File: src/rtl/serial_word_feeder_if.sv
// Handshake and serial-output bundle for serial_word_feeder.
// slave: the feeder itself. master: the word producer / serial consumer side.
interface serial_word_feeder_if #(
    parameter int unsigned WIDTH = 8
);
    logic [WIDTH-1:0] load_data;
    logic             load_valid;
    logic             load_ready;
    logic             stall;
    logic             dout;
    logic             dout_valid;
    logic             word_start;
    logic             word_last;
    logic             busy;

    modport slave (
        input  load_data,
        input  load_valid,
        input  stall,
        output load_ready,
        output dout,
        output dout_valid,
        output word_start,
        output word_last,
        output busy
    );

    modport master (
        output load_data,
        output load_valid,
        output stall,
        input  load_ready,
        input  dout,
        input  dout_valid,
        input  word_start,
        input  word_last,
        input  busy
    );
endinterface

File: src/rtl/serial_word_feeder.sv
// Parallel-in, serial-out word feeder with a one-word holding register so
// back-to-back words leave the shifter without an idle cycle.
// Build option: define SERIAL_FEEDER_LSB_FIRST_EN to shift LSB first
// (default is MSB first). Timing and handshake are the same in both builds.
module serial_word_feeder #(
    parameter int unsigned WIDTH = 8
) (
    input logic               clk,
    input logic               rst,
    serial_word_feeder_if.slave bus
);
    localparam int unsigned     CNT_W = $clog2(WIDTH);
    localparam logic [CNT_W-1:0] LastIdx = CNT_W'(WIDTH - 1);

    typedef enum logic [0:0] {StIdle, StShift} state_e;

    state_e             state_q, state_d;
    logic [WIDTH-1:0]   hr_q, hr_d;
    logic               hr_full_q, hr_full_d;
    logic [WIDTH-1:0]   sr_q, sr_d;
    logic [CNT_W-1:0]   cnt_q, cnt_d;
    logic               dout_q, dout_d;
    logic               dout_valid_q, dout_valid_d;
    logic               word_start_q, word_start_d;

    logic               active;
    logic               accept;
    logic [WIDTH-1:0]   sr_shifted;
    logic               sr_next_bit;
    logic               hr_first_bit;

    assign active = (state_q == StShift);
    assign accept = bus.load_valid && !hr_full_q;

`ifdef SERIAL_FEEDER_LSB_FIRST_EN
    assign sr_shifted   = sr_q >> 1;
    assign sr_next_bit  = sr_q[1];
    assign hr_first_bit = hr_q[0];
`else
    assign sr_shifted   = sr_q << 1;
    assign sr_next_bit  = sr_q[WIDTH-2];
    assign hr_first_bit = hr_q[WIDTH-1];
`endif

    // State register: asynchronous clear of everything, including held words.
    always_ff @(posedge clk or posedge rst) begin
        if (rst) begin
            state_q      <= StIdle;
            hr_q         <= '0;
            hr_full_q    <= 1'b0;
            sr_q         <= '0;
            cnt_q        <= '0;
            dout_q       <= 1'b0;
            dout_valid_q <= 1'b0;
            word_start_q <= 1'b0;
        end else begin
            state_q      <= state_d;
            hr_q         <= hr_d;
            hr_full_q    <= hr_full_d;
            sr_q         <= sr_d;
            cnt_q        <= cnt_d;
            dout_q       <= dout_d;
            dout_valid_q <= dout_valid_d;
            word_start_q <= word_start_d;
        end
    end

    // Next state: holding-register accept plus shift / reload / idle decision.
    always_comb begin
        state_d      = state_q;
        hr_d         = hr_q;
        hr_full_d    = hr_full_q;
        sr_d         = sr_q;
        cnt_d        = cnt_q;
        dout_d       = dout_q;
        dout_valid_d = dout_valid_q;
        word_start_d = word_start_q;

        // Accept and reload never coincide: accept needs hr empty, reload needs it full.
        if (accept) begin
            hr_d      = bus.load_data;
            hr_full_d = 1'b1;
        end

        if (!bus.stall) begin
            if (active && (cnt_q != LastIdx)) begin
                cnt_d        = cnt_q + CNT_W'(1);
                sr_d         = sr_shifted;
                dout_d       = sr_next_bit;
                word_start_d = 1'b0;
            end else if (hr_full_q) begin
                sr_d         = hr_q;
                hr_full_d    = 1'b0;
                cnt_d        = '0;
                dout_d       = hr_first_bit;
                dout_valid_d = 1'b1;
                word_start_d = 1'b1;
                state_d      = StShift;
            end else begin
                state_d      = StIdle;
                dout_valid_d = 1'b0;
                dout_d       = 1'b0;
                word_start_d = 1'b0;
                cnt_d        = '0;
            end
        end
    end

    // Outputs: registered bits plus combinational flags derived from state only.
    always_comb begin
        bus.dout       = dout_q;
        bus.dout_valid = dout_valid_q;
        bus.word_start = word_start_q;
        bus.word_last  = active && (cnt_q == LastIdx);
        bus.load_ready = !hr_full_q;
        bus.busy       = active || hr_full_q;
    end
endmodule

File: src/flat_wrapper.sv
// flat-port wrapper written by rule: the top's interface ports become plain ports
module serial_word_feeder_flat 
#(
    parameter int unsigned WIDTH = 8
)
  (clk, rst, bus_load_data, bus_load_valid, bus_stall, bus_load_ready, bus_dout, bus_dout_valid, bus_word_start, bus_word_last, bus_busy);
  serial_word_feeder_if #(.WIDTH(WIDTH)) bus_i ();
  input logic clk;
  input logic rst;
  input wire logic [$bits(bus_i.load_data)-1:0] bus_load_data;
  input wire logic [$bits(bus_i.load_valid)-1:0] bus_load_valid;
  input wire logic [$bits(bus_i.stall)-1:0] bus_stall;
  output wire logic [$bits(bus_i.load_ready)-1:0] bus_load_ready;
  output wire logic [$bits(bus_i.dout)-1:0] bus_dout;
  output wire logic [$bits(bus_i.dout_valid)-1:0] bus_dout_valid;
  output wire logic [$bits(bus_i.word_start)-1:0] bus_word_start;
  output wire logic [$bits(bus_i.word_last)-1:0] bus_word_last;
  output wire logic [$bits(bus_i.busy)-1:0] bus_busy;
  assign bus_i.load_data = bus_load_data;
  assign bus_i.load_valid = bus_load_valid;
  assign bus_i.stall = bus_stall;
  assign bus_load_ready = bus_i.load_ready;
  assign bus_dout = bus_i.dout;
  assign bus_dout_valid = bus_i.dout_valid;
  assign bus_word_start = bus_i.word_start;
  assign bus_word_last = bus_i.word_last;
  assign bus_busy = bus_i.busy;
  serial_word_feeder #(.WIDTH(WIDTH)) u_core (.clk(clk), .rst(rst), .bus(bus_i));
endmodule
File: config.mk
export PLATFORM = sky130hd
export DESIGN_NAME = serial_word_feeder_flat
export DESIGN_NICKNAME = d
export VERILOG_FILES = /design/src/rtl/serial_word_feeder_if.sv /design/src/rtl/serial_word_feeder.sv /design/src/flat_wrapper.sv
export SDC_FILE = /design/constraint.sdc
export NUM_CORES = 1
export LEC_CHECK = 0
export ABC_AREA = 1
export CAP_MARGIN = 10
export CELL_PAD_IN_SITES_DETAIL_PLACEMENT = 0
export CELL_PAD_IN_SITES_GLOBAL_PLACEMENT = 1
export CORE_UTILIZATION = 40
export DETAILED_ROUTE_END_ITERATION = 6
export PLACE_DENSITY = 0.82
export SYNTH_ARGS = -nofsm -noshare
export SYNTH_HDL_FRONTEND = slang
export SYNTH_SLANG_ARGS = --single-unit
File: constraint.sdc
create_clock -name clk -period 2.9 [get_ports clk]
set_input_delay 0.435 -clock clk [delete_from_list [all_inputs] [get_ports clk]]
set_output_delay 0.435 -clock clk [all_outputs]
set_load 0.005 [all_outputs]
==> impl_metrics.ini <==
[yosys]
syn_area_um2 = 1040
ys_top_cells_by_area = dfrtp_1, nand2_1, nand3_1
synth_top_area_share_pct = 52.9
ys_types = 18
avgSynthCellArea_um2 = 8.19
seq_area_frac_synth_pct = 52.9
yosys.area.top_type = dfrtp_1
yosysWarnings = 0
synth_nets = 141
syn_inst = 127
synth_seq_cells = 22

[floorplanning]
num_rows = 18
die-area_um2 = 2810
die_h_um = 53.0
ios = 18
die_w_um = 53.0
start_util_pct = 42.0
core_um2 = 2480

[layout]
drive_above_1_share_pct = 8.45
nets = 158
most-common-layout-cells = nand2_1, dfrtp_1, clkdlybuf4s50_1, nand3_1, inv_1
postLayoutCellArea_um2 = 1230
layout_commonest_cell = nand2_1
syn2layout_area_growth_pct = 18.3
num_antenna_cells = 0

[timing]
layout_setup_ws_ps = 813
finalSetupViolCount = 0
whs_ps = 489
slew_headroom_pct = 44.5
clock_skew_ps = 0.911
report.final.slew_viol_count = 0
fmax_ghz = 0.479
tns_ps = 0
worst_pin_slew_ps = 832
fin_crit_sh_pct = 72.0
hold_viol_final = 0
post-route-min-period_ps = 2090
rsz0062_at_grt = no

[run_status]
status = completed

[setup_path]
end_kind = primary output
crit_path_frequent_cell = ha_1
crit_family = buffers and inverters
cp_cell_sequence = ha_1 > ha_1 > nand2_1 > inv_1 > clkdlybuf4s50_1
start_kind = register
slowest_stage = clkdlybuf4s50_1
cp.arrival_ps = 1650
slowest_delay_ps = 430
critical_path_class = reg -> out
path_max_fanout = 3
path_buf_inv = 2
cp_data_required_time_ps = 2470

[clock_tree]
clkTransAtPathRegs_ps = 110
cts_buffer_depth = 2
cts-root-buf = clkbuf_4
clock-sinks = 22
cts_tree = done
numCtsBuffers = 3
post_cts_resize_count = 0
cts.htree.levels = 1
post_cts_buffers = 0
insertion_delay_ps = 290
cts_hold_buf = 0

[route]
dr.pass1.iters = 4
wl_met1_um = 976
ant_nets = 0
viasPerCell = 4.87
finalWirelength_um = 1960
vias = 838
wl_met2_um = 925
wire_per_inst_um = 11.4
drt_iter0_drc = 12
highest_layer = met4
dr_wl_met3_um = 49
drc = 0

[global_routing]
grt_pass1_vias = 800
grt_max_degree = 23
grt_pass1_wl_um = 3510
antenna_found_initial = 0
grt_overflow = 0
grt.total_usage_pct = 17.4

[flow_run]
cap_violations = 0

[worst_hold_path]
hold_class = reg -> reg

[placement]
postPlaceCellArea_um2 = 1210
port_buffers = 17
dpl.hpwl_um = 1410
place_congestion = 0.763
place_ws_ps = 1140

[power_and_ir_drop]
peakVddDrop_mv = 0.432
leakage_nw = 0.650
finalPower_w = 0.00111
power.density_nw_per_um2 = 899
## kinds of logic (layout without fill, tap and decap cells)
group	after synthesis	in the layout	synth area share, %
simple gates	81	81	32.6
buf+inv	14	29	7.10
fa+ha+maj	2	2	2.41
xor+xnor	1	1	0.843
flops	22	22	52.9
compound gates	7	7	4.09
## synth_stat cells, drive strengths merged
library cell / instances
nand2: 61
dfrtp: 22
nand3: 16
inv: 9
buf: 5
o21ai: 5
nor2: 4
a21oi: 2
ha: 2
xor2: 1
## worst reg2reg max path, delay by kind of cell, from the launching register on
kind / cells / cell delay [ps]
compound gates: 1 / 320
fa+ha+maj: 2 / 410
buf+inv: 1 / 140
flops: 1 / 410
simple gates: 3 / 290
## through the flow
step	util (%)	std cells
floorplan	-	127
global placement	48.7	169
detailed placement	48.7	169
CTS	49.6	172
global route	49.6	172
finish	49.6	172
## state kept, by name, summed over array words and instances (netlist names)
signal                 cells
u_core.cnt_q               3
u_core.bus.dout_valid      1
u_core.bus.dout            1
u_core.hr_q                8
u_core.bus.word_start      1
u_core.hr_full_q           1
u_core.sr_q                7
## path summary, 6_finish.rpt
check,end,startpoint,cells past startpoint,slack [ps]
max in group asynchronous,u_core.hr_q[3],rst,2,1790
worst max register to register,u_core.sr_q[5],u_core.cnt_q[0],7,1280
min in group asynchronous,u_core.hr_q[7],rst,2,600
worst max-delay path,bus_word_last,u_core.cnt_q[0],5,810
worst min-delay path,u_core.hr_q[6],u_core.hr_q[6],2,490
worst min register to register,u_core.hr_q[6],u_core.hr_q[6],2,490
## layout make-up
cell class,instances,area [µm²]
fillers,261,1250
flip-flops and latches,22,551
multi-input cells,91,415
repair buffers,17,170
well taps,30,37.5
inverters,9,33.8
clock buffers,3,22.5
## where the power goes
| group | switching, W | internal (W) |
|---|---|---|
| Clock | 0.0000846 | 0.0000484 |
| Sequential | 0.0000977 | 0.000439 |
| Combinational | 0.000243 | 0.000193 |
## layer usage
metal	vias up	track usage, %
met5	-	0
met4	0	8.77
met3	2	1.72
met2	15	27.4
met1	394	23.5
li1	427	-
Power figures use the tool's default switching activity.
